--- src/rtl/lpc_autocorrelation_if.sv ---
// Handshake and memory-port bundle between the encoder control/memories and the
// LPC autocorrelation stage.
interface lpc_autocorrelation_if #(
  parameter int unsigned ADDR_W   = 8,
  parameter int unsigned DATA_W   = 16,
  parameter int unsigned ACC_W    = 40,
  parameter int unsigned R_ADDR_W = 4
);
  logic                       start;
  logic [ADDR_W-1:0]          x_raddr;
  logic signed [DATA_W-1:0]   x_rdata;
  logic                       r_we;
  logic [R_ADDR_W-1:0]        r_waddr;
  logic signed [ACC_W-1:0]    r_wdata;
  logic                       busy;
  logic                       ready_autocorrelation;

  modport master (
    output start, x_rdata,
    input  x_raddr, r_we, r_waddr, r_wdata, busy, ready_autocorrelation
  );

  modport slave (
    input  start, x_rdata,
    output x_raddr, r_we, r_waddr, r_wdata, busy, ready_autocorrelation
  );
endinterface

--- src/rtl/lpc_autocorrelation.sv ---
// Autocorrelation lags R[0..ORDER] of one PCM frame using a single sequential MAC.
// Define LPC_AUTOCORR_SAT_EN for a saturating (sticky per lag) accumulator.
module lpc_autocorrelation #(
  parameter int unsigned FRAME_LEN = 240,
  parameter int unsigned ORDER     = 10,
  parameter int unsigned DATA_W    = 16,
  parameter int unsigned ACC_W     = 40,
  parameter int unsigned ADDR_W    = 8,
  parameter int unsigned R_ADDR_W  = 4
) (
  input logic                clk,
  input logic                reset,
  lpc_autocorrelation_if.slave bus
);

  localparam int unsigned PROD_W = 2 * DATA_W;
  localparam logic [ADDR_W-1:0]   LAST_N = ADDR_W'(FRAME_LEN - 1);
  localparam logic [R_ADDR_W-1:0] LAST_K = R_ADDR_W'(ORDER);

  typedef enum logic [2:0] {IDLE, RD_A, RD_B, DRAIN, WRITE, DONE} state_t;

  state_t                   state, state_nx;
  logic [R_ADDR_W-1:0]      k, k_nx;
  logic [ADDR_W-1:0]        n, n_nx;
  logic signed [ACC_W-1:0]  acc, acc_nx, acc_add;
  logic signed [DATA_W-1:0] xa, xa_nx;
  logic signed [PROD_W-1:0] prod;
  logic signed [ACC_W-1:0]  prod_ext;
  logic signed [ACC_W-1:0]  sum;

  logic [ADDR_W-1:0]        raddr_q, raddr_nx;
  logic                     we_q, we_nx;
  logic [R_ADDR_W-1:0]      waddr_q, waddr_nx;
  logic signed [ACC_W-1:0]  wdata_q, wdata_nx;
  logic                     busy_q, busy_nx;
  logic                     ready_q, ready_nx;

  assign prod     = PROD_W'(xa) * PROD_W'(bus.x_rdata);
  assign prod_ext = ACC_W'(prod);
  assign sum      = acc + prod_ext;

`ifdef LPC_AUTOCORR_SAT_EN
  localparam logic signed [ACC_W-1:0] ACC_MAX = {1'b0, {(ACC_W-1){1'b1}}};
  localparam logic signed [ACC_W-1:0] ACC_MIN = {1'b1, {(ACC_W-1){1'b0}}};
  logic sat, sat_nx, sat_add, ovf;

  // Once a lag has hit a rail it stays there until WRITE clears the accumulator.
  always_comb begin
    ovf     = (acc[ACC_W-1] == prod_ext[ACC_W-1]) && (sum[ACC_W-1] != acc[ACC_W-1]);
    sat_add = sat | ovf;
    if (sat)      acc_add = acc;
    else if (ovf) acc_add = acc[ACC_W-1] ? ACC_MIN : ACC_MAX;
    else          acc_add = sum;
  end
`else
  assign acc_add = sum;
`endif

  // State and datapath registers.
  always_ff @(posedge clk) begin
    if (reset) begin
      state   <= IDLE;
      k       <= '0;
      n       <= '0;
      acc     <= '0;
      xa      <= '0;
      raddr_q <= '0;
      we_q    <= 1'b0;
      waddr_q <= '0;
      wdata_q <= '0;
      busy_q  <= 1'b0;
      ready_q <= 1'b0;
`ifdef LPC_AUTOCORR_SAT_EN
      sat     <= 1'b0;
`endif
    end else begin
      state   <= state_nx;
      k       <= k_nx;
      n       <= n_nx;
      acc     <= acc_nx;
      xa      <= xa_nx;
      raddr_q <= raddr_nx;
      we_q    <= we_nx;
      waddr_q <= waddr_nx;
      wdata_q <= wdata_nx;
      busy_q  <= busy_nx;
      ready_q <= ready_nx;
`ifdef LPC_AUTOCORR_SAT_EN
      sat     <= sat_nx;
`endif
    end
  end

  // Next-state logic; outputs are computed one cycle early so they land registered.
  always_comb begin
    state_nx = state;
    k_nx     = k;
    n_nx     = n;
    acc_nx   = acc;
    xa_nx    = xa;
    raddr_nx = raddr_q;
    we_nx    = 1'b0;
    waddr_nx = waddr_q;
    wdata_nx = wdata_q;
    busy_nx  = busy_q;
    ready_nx = ready_q;
`ifdef LPC_AUTOCORR_SAT_EN
    sat_nx   = sat;
`endif
    case (state)
      IDLE: begin
        if (bus.start) begin
          k_nx     = '0;
          n_nx     = '0;
          acc_nx   = '0;
          ready_nx = 1'b0;
          busy_nx  = 1'b1;
          raddr_nx = '0;
`ifdef LPC_AUTOCORR_SAT_EN
          sat_nx   = 1'b0;
`endif
          state_nx = RD_A;
        end
      end
      RD_A: begin
        // First RD_A of a lag (n == k) has no product in flight yet.
        if (n != ADDR_W'(k)) begin
          acc_nx = acc_add;
`ifdef LPC_AUTOCORR_SAT_EN
          sat_nx = sat_add;
`endif
        end
        raddr_nx = n - ADDR_W'(k);
        state_nx = RD_B;
      end
      RD_B: begin
        xa_nx = bus.x_rdata;
        if (n == LAST_N) begin
          state_nx = DRAIN;
        end else begin
          n_nx     = n + ADDR_W'(1);
          raddr_nx = n + ADDR_W'(1);
          state_nx = RD_A;
        end
      end
      DRAIN: begin
        acc_nx   = acc_add;
`ifdef LPC_AUTOCORR_SAT_EN
        sat_nx   = sat_add;
`endif
        we_nx    = 1'b1;
        waddr_nx = k;
        wdata_nx = acc_add;
        state_nx = WRITE;
      end
      WRITE: begin
        acc_nx = '0;
`ifdef LPC_AUTOCORR_SAT_EN
        sat_nx = 1'b0;
`endif
        if (k == LAST_K) begin
          state_nx = DONE;
        end else begin
          k_nx     = k + R_ADDR_W'(1);
          n_nx     = ADDR_W'(k) + ADDR_W'(1);
          raddr_nx = ADDR_W'(k) + ADDR_W'(1);
          state_nx = RD_A;
        end
      end
      DONE: begin
        busy_nx  = 1'b0;
        ready_nx = 1'b1;
        state_nx = IDLE;
      end
      default: state_nx = IDLE;
    endcase
  end

  assign bus.x_raddr               = raddr_q;
  assign bus.r_we                  = we_q;
  assign bus.r_waddr               = waddr_q;
  assign bus.r_wdata               = wdata_q;
  assign bus.busy                  = busy_q;
  assign bus.ready_autocorrelation = ready_q;

endmodule

--- src/flat_wrapper.sv ---
// flat-port wrapper written by rule: the top's interface ports become plain ports
module lpc_autocorrelation_flat 
#(
  parameter int unsigned FRAME_LEN = 240,
  parameter int unsigned ORDER     = 10,
  parameter int unsigned DATA_W    = 16,
  parameter int unsigned ACC_W     = 40,
  parameter int unsigned ADDR_W    = 8,
  parameter int unsigned R_ADDR_W  = 4
)
  (clk, reset, bus_start, bus_x_rdata, bus_x_raddr, bus_r_we, bus_r_waddr, bus_r_wdata, bus_busy, bus_ready_autocorrelation);
  lpc_autocorrelation_if #(.ADDR_W(ADDR_W), .DATA_W(DATA_W), .ACC_W(ACC_W), .R_ADDR_W(R_ADDR_W)) bus_i ();
  input logic clk;
  input logic reset;
  input wire logic [$bits(bus_i.start)-1:0] bus_start;
  input wire logic [$bits(bus_i.x_rdata)-1:0] bus_x_rdata;
  output wire logic [$bits(bus_i.x_raddr)-1:0] bus_x_raddr;
  output wire logic [$bits(bus_i.r_we)-1:0] bus_r_we;
  output wire logic [$bits(bus_i.r_waddr)-1:0] bus_r_waddr;
  output wire logic [$bits(bus_i.r_wdata)-1:0] bus_r_wdata;
  output wire logic [$bits(bus_i.busy)-1:0] bus_busy;
  output wire logic [$bits(bus_i.ready_autocorrelation)-1:0] bus_ready_autocorrelation;
  assign bus_i.start = bus_start;
  assign bus_i.x_rdata = bus_x_rdata;
  assign bus_x_raddr = bus_i.x_raddr;
  assign bus_r_we = bus_i.r_we;
  assign bus_r_waddr = bus_i.r_waddr;
  assign bus_r_wdata = bus_i.r_wdata;
  assign bus_busy = bus_i.busy;
  assign bus_ready_autocorrelation = bus_i.ready_autocorrelation;
  lpc_autocorrelation #(.FRAME_LEN(FRAME_LEN), .ORDER(ORDER), .DATA_W(DATA_W), .ACC_W(ACC_W), .ADDR_W(ADDR_W), .R_ADDR_W(R_ADDR_W)) u_core (.clk(clk), .reset(reset), .bus(bus_i));
endmodule
--- config.mk ---
export PLATFORM = sky130hd
export DESIGN_NAME = lpc_autocorrelation_flat
export DESIGN_NICKNAME = d
export VERILOG_FILES = /design/src/rtl/lpc_autocorrelation_if.sv /design/src/rtl/lpc_autocorrelation.sv /design/src/flat_wrapper.sv
export SDC_FILE = /design/constraint.sdc
export NUM_CORES = 1
export LEC_CHECK = 0
export ABC_AREA = 0
export BUFFER_PORTS_ARGS = -buffer_cell sky130_fd_sc_hd__buf_2
export CAP_MARGIN = 10
export CORE_MARGIN = 2
export CORE_UTILIZATION = 56
export CTS_BUF_LIST = sky130_fd_sc_hd__clkbuf_16
export CTS_CLUSTER_SIZE = 10
export DETAILED_ROUTE_END_ITERATION = 10
export PLACE_DENSITY = 0.78
export SLEW_MARGIN = 20
export SYNTH_ARGS = -nofsm -noshare
export SYNTH_HDL_FRONTEND = slang
export SYNTH_SLANG_ARGS = --single-unit
--- constraint.sdc ---
create_clock -name clk -period 11.7 [get_ports clk]
set_clock_uncertainty 0.05 [all_clocks]
set_input_delay 0 -clock clk [delete_from_list [all_inputs] [get_ports clk]]
set_output_delay 0 -clock clk [all_outputs]
set_load 0.01 [all_outputs]
==> results.md <==
- Outcome: finished clean
- Leakage: ~0.0093 uW
- Number of synthesized flops with an enable pin: 0
- Slew @ Worst Pin: around 850 ps
- Minimum clock period: roughly 7000 ps
- Ys async rst share: 0%
- Distinct cells, synth: 65
- P&R area growth vs syn: 7.993%
- Reg2reg path depth: 22
- Worst slew margin: about 43%
- Remaining Overflow, GRT: 0
- Synth Flop Type: dfxtp_1
- Die area: about 32000 um^2
- Vias after detailed routing: between 10000 and 15000
- Gate Count Post-Synth: around 1900
- TritonCTS clock tree: built
- Post-CTS sizing: 0
- Ranking of synthesized cells by area: fa_1, dfxtp_1, ha_1
- Die X: 179.4 um
- Worst-path clk slew: 60 ps
- CP startpoint kind: register
- Most frequent cell after synthesis: inv_1
- Setup TNS: 0 ps
- CTS root buffer: clkbuf_16
- Num ports: 74
- P per Cell Area: 98.79 nW/um^2
- Slack of the worst reg-to-reg path: about 4700 ps
- Kind of critical path: register to register
- # diodes: 0
- ANT nets after route: 0
- Wire length of the first global-routing pass: approximately 73000 um
- Area fraction of the dominant cell type after synthesis: between 30% and 40%
- Routability cong.: 0.9360
- Hold Crit Endpoint: u_core.bus.r_wdata[2]
- Synth cell count leaders: inv_1, fa_1, nand2_1
- Die H: approximately 180 um
- Fin. Hold Viols: 0
- Power, Total: ~1800 uW
- Critical Path AT: approximately 7300 ps
- Period utilization: between 50% and 60%
- Final Net Count: between 2000 and 2500
- Vias in the first global route: roughly 14000
- Yosys top cell by area: fa_1
- Post-Syn Nets: roughly 2400
- DRC viols: 0
- Max-slew violations: 0
- Fillers: between 2000 and 3000
- Final setup vio count: 0
- Synth Cell Area: 17240 um^2
- RR Startpoint: u_core.xa[15]
- Fmax: 143.4 MHz
- RR Endpoint: u_core.bus.r_wdata[38]
- Clock Latency Late Sink: around 430 ps
- Hold Crit Class: register to register
- GRT Overall Usage: between 20% and 30%
- Port bufs: 73
- Final WL: between 40000 and 50000 um
- VDD IR-drop max: 99.44 uV
- Share of layout cells above drive strength 1: between 6 and 7%
- Synthesized area per cell: 8.991 um^2
- H-tree depth: 4
- Register area share after synthesis: between 10% and 20%
- Worst hold start: u_core.bus.r_wdata[2]
- DRC marker count from the first detailed-route iteration: between 700 and 800
- RSZ-0062 raised after global routing: false
- Post-route insts no fill: around 2400
- CTS sink cnt: ~130
- Max FO, Critical Path: 17
- CP Capture Type: register
- Pre-antenna DRT Iters: 6
- Rows: between 60 and 70
- DP Cell Count: about 2300
- Initial Util: 56.64%
- Vias per inst: between 5 and 6
- Synthesis-stage register bit count: roughly 130
- Pin count of the biggest net entering global routing: 63
- CTS max path bufs: 2
- Hold Path Depth: 2
- Max Cap Viol: 0
- Core footprint: between 30000 and 40000 um^2
- Initial antenna violation count: 0
- Req. time, crit path: about 12000 ps
- Cts bufs inserted: 17
- DP Wirelength: 33940 um
- Wire length per cell: between 15 and 20 um
- Synth warnings: 0
## logic make-up after synthesis
logic type	share of synthesized area (%)
multiplexers	0.4211
adder cells (fa/ha/maj)	47.30
AND/OR/NAND/NOR	15.67
buffers and inverters	10.21
AO/OA/AOI/OAI	9.423
XOR/XNOR	2.338
flip-flops	14.64
## layout by cell type, fill, tap and decap left out, types with 8 or more instances in the layout
master,netlist,layout
inv_1,384,384
fa_1,331,330
nand2_1,257,257
dfxtp_1,126,126
ha_1,122,122
and2_1,117,117
a21oi_1,96,96
nor2_1,87,87
buf_2,2,72
xnor2_1,32,32
o21ai_0,28,28
a22oi_1,26,26
a21o_1,23,23
nand3_1,23,23
dlygate4sd3_1,0,18
a22o_1,17,17
clkbuf_16,0,17
xor2_1,14,14
o21a_1,12,12
nor3_1,10,10
buf_4,0,10
nand3b_1,8,8
and3_1,8,8
## worst max-delay path: stages (launching register included)
cell     delay, ps
dfxtp_1        470
and2_1         280
fa_1           710
inv_1          100
fa_1           710
inv_1           90
fa_1           490
inv_1           70
fa_1           690
inv_1          170
fa_1           510
inv_1           50
fa_1           480
inv_1           40
ha_1           360
a21o_1         230
a21o_1         170
a21oi_1        150
o21ai_0        170
o41ai_2        460
xnor2_1        230
nand2_1         90
a21oi_1        140
## metal layers
metal / GRT usage, % / up-vias / routed length (um)
met4: 7.350 / 0 / 791
li1: - / 5980 / -
met1: 39.72 / 6591 / 18480
met3: 4.396 / 69 / 3121
met2: 44.51 / 519 / 20060
met5: 0 / - / 0
## registers in the layout, indices dropped and copies added, names as in the netlist
| register | count |
|---|---|
| u_core.bus.x_raddr | 8 |
| u_core.bus.r_wdata | 40 |
| u_core.bus.r_waddr | 4 |
| u_core.bus.busy | 1 |
| u_core.acc | 40 |
| u_core.bus.ready_autocorrelation | 1 |
| u_core.k | 4 |
| u_core.n | 8 |
| u_core.xa | 16 |
| u_core.state | 3 |
| u_core.bus.r_we | 1 |
## power breakdown
part | internal [uW] | total (uW) | switching, uW
clock | 282 | 520 | 238
combinational | 327 | 866 | 539
sequential | 437 | 452 | 15.0
total | 1050 | 1840 | 792
## area by class of cell
type	count	area (um^2)	area share (%)
inverters	384	1441	7.744
flip-flops and latches	126	2522	13.55
repair buffers	100	615.6	3.307
multi-input cells	1323	12970	69.68
clock inverters	15	143.9	0.7731
clock buffers	17	425.4	2.286
well taps	396	495.5	2.662
## metrics by stage
step | hold WS (ps) | instance area, um^2 | util, % | setup slack (ps)
global placement | 307.1 | 17860 | 58.69 | 4927
global route | 423.1 | 18610 | 61.17 | 4362
detailed placement | 326.5 | 17860 | 58.70 | 4814
finish | 400.6 | 18610 | 61.17 | 4726
floorplan | 85.98 | 17240 | - | 5383
CTS | 404.4 | 18610 | 61.16 | 4757
## how the worst max path moves through the flow
stage | from | cells past startpoint | slack (ps) | endpoint
5_1_grt | u_core.xa[15] | 21 | 4360 | u_core.bus.r_wdata[38]
3_5_place_dp | u_core.xa[15] | 22 | 4810 | u_core.bus.r_wdata[38]
4_1_cts | u_core.xa[15] | 22 | 4760 | u_core.bus.r_wdata[38]
6_report | u_core.xa[15] | 22 | 4730 | u_core.bus.r_wdata[38]
3_3_place_gp | u_core.xa[15] | 22 | 4930 | u_core.bus.r_wdata[38]
2_1_floorplan | u_core.xa[15] | 24 | 5380 | u_core.acc[37]
## what timing repair did
action | CTS | global route
hold buffers | 18 | 0
endpoints found under the hold margin | 20 | 0
setup endpoints to repair | 0 | 0
setup buffers | 0 | 0
(Power assumes the default switching activity.)
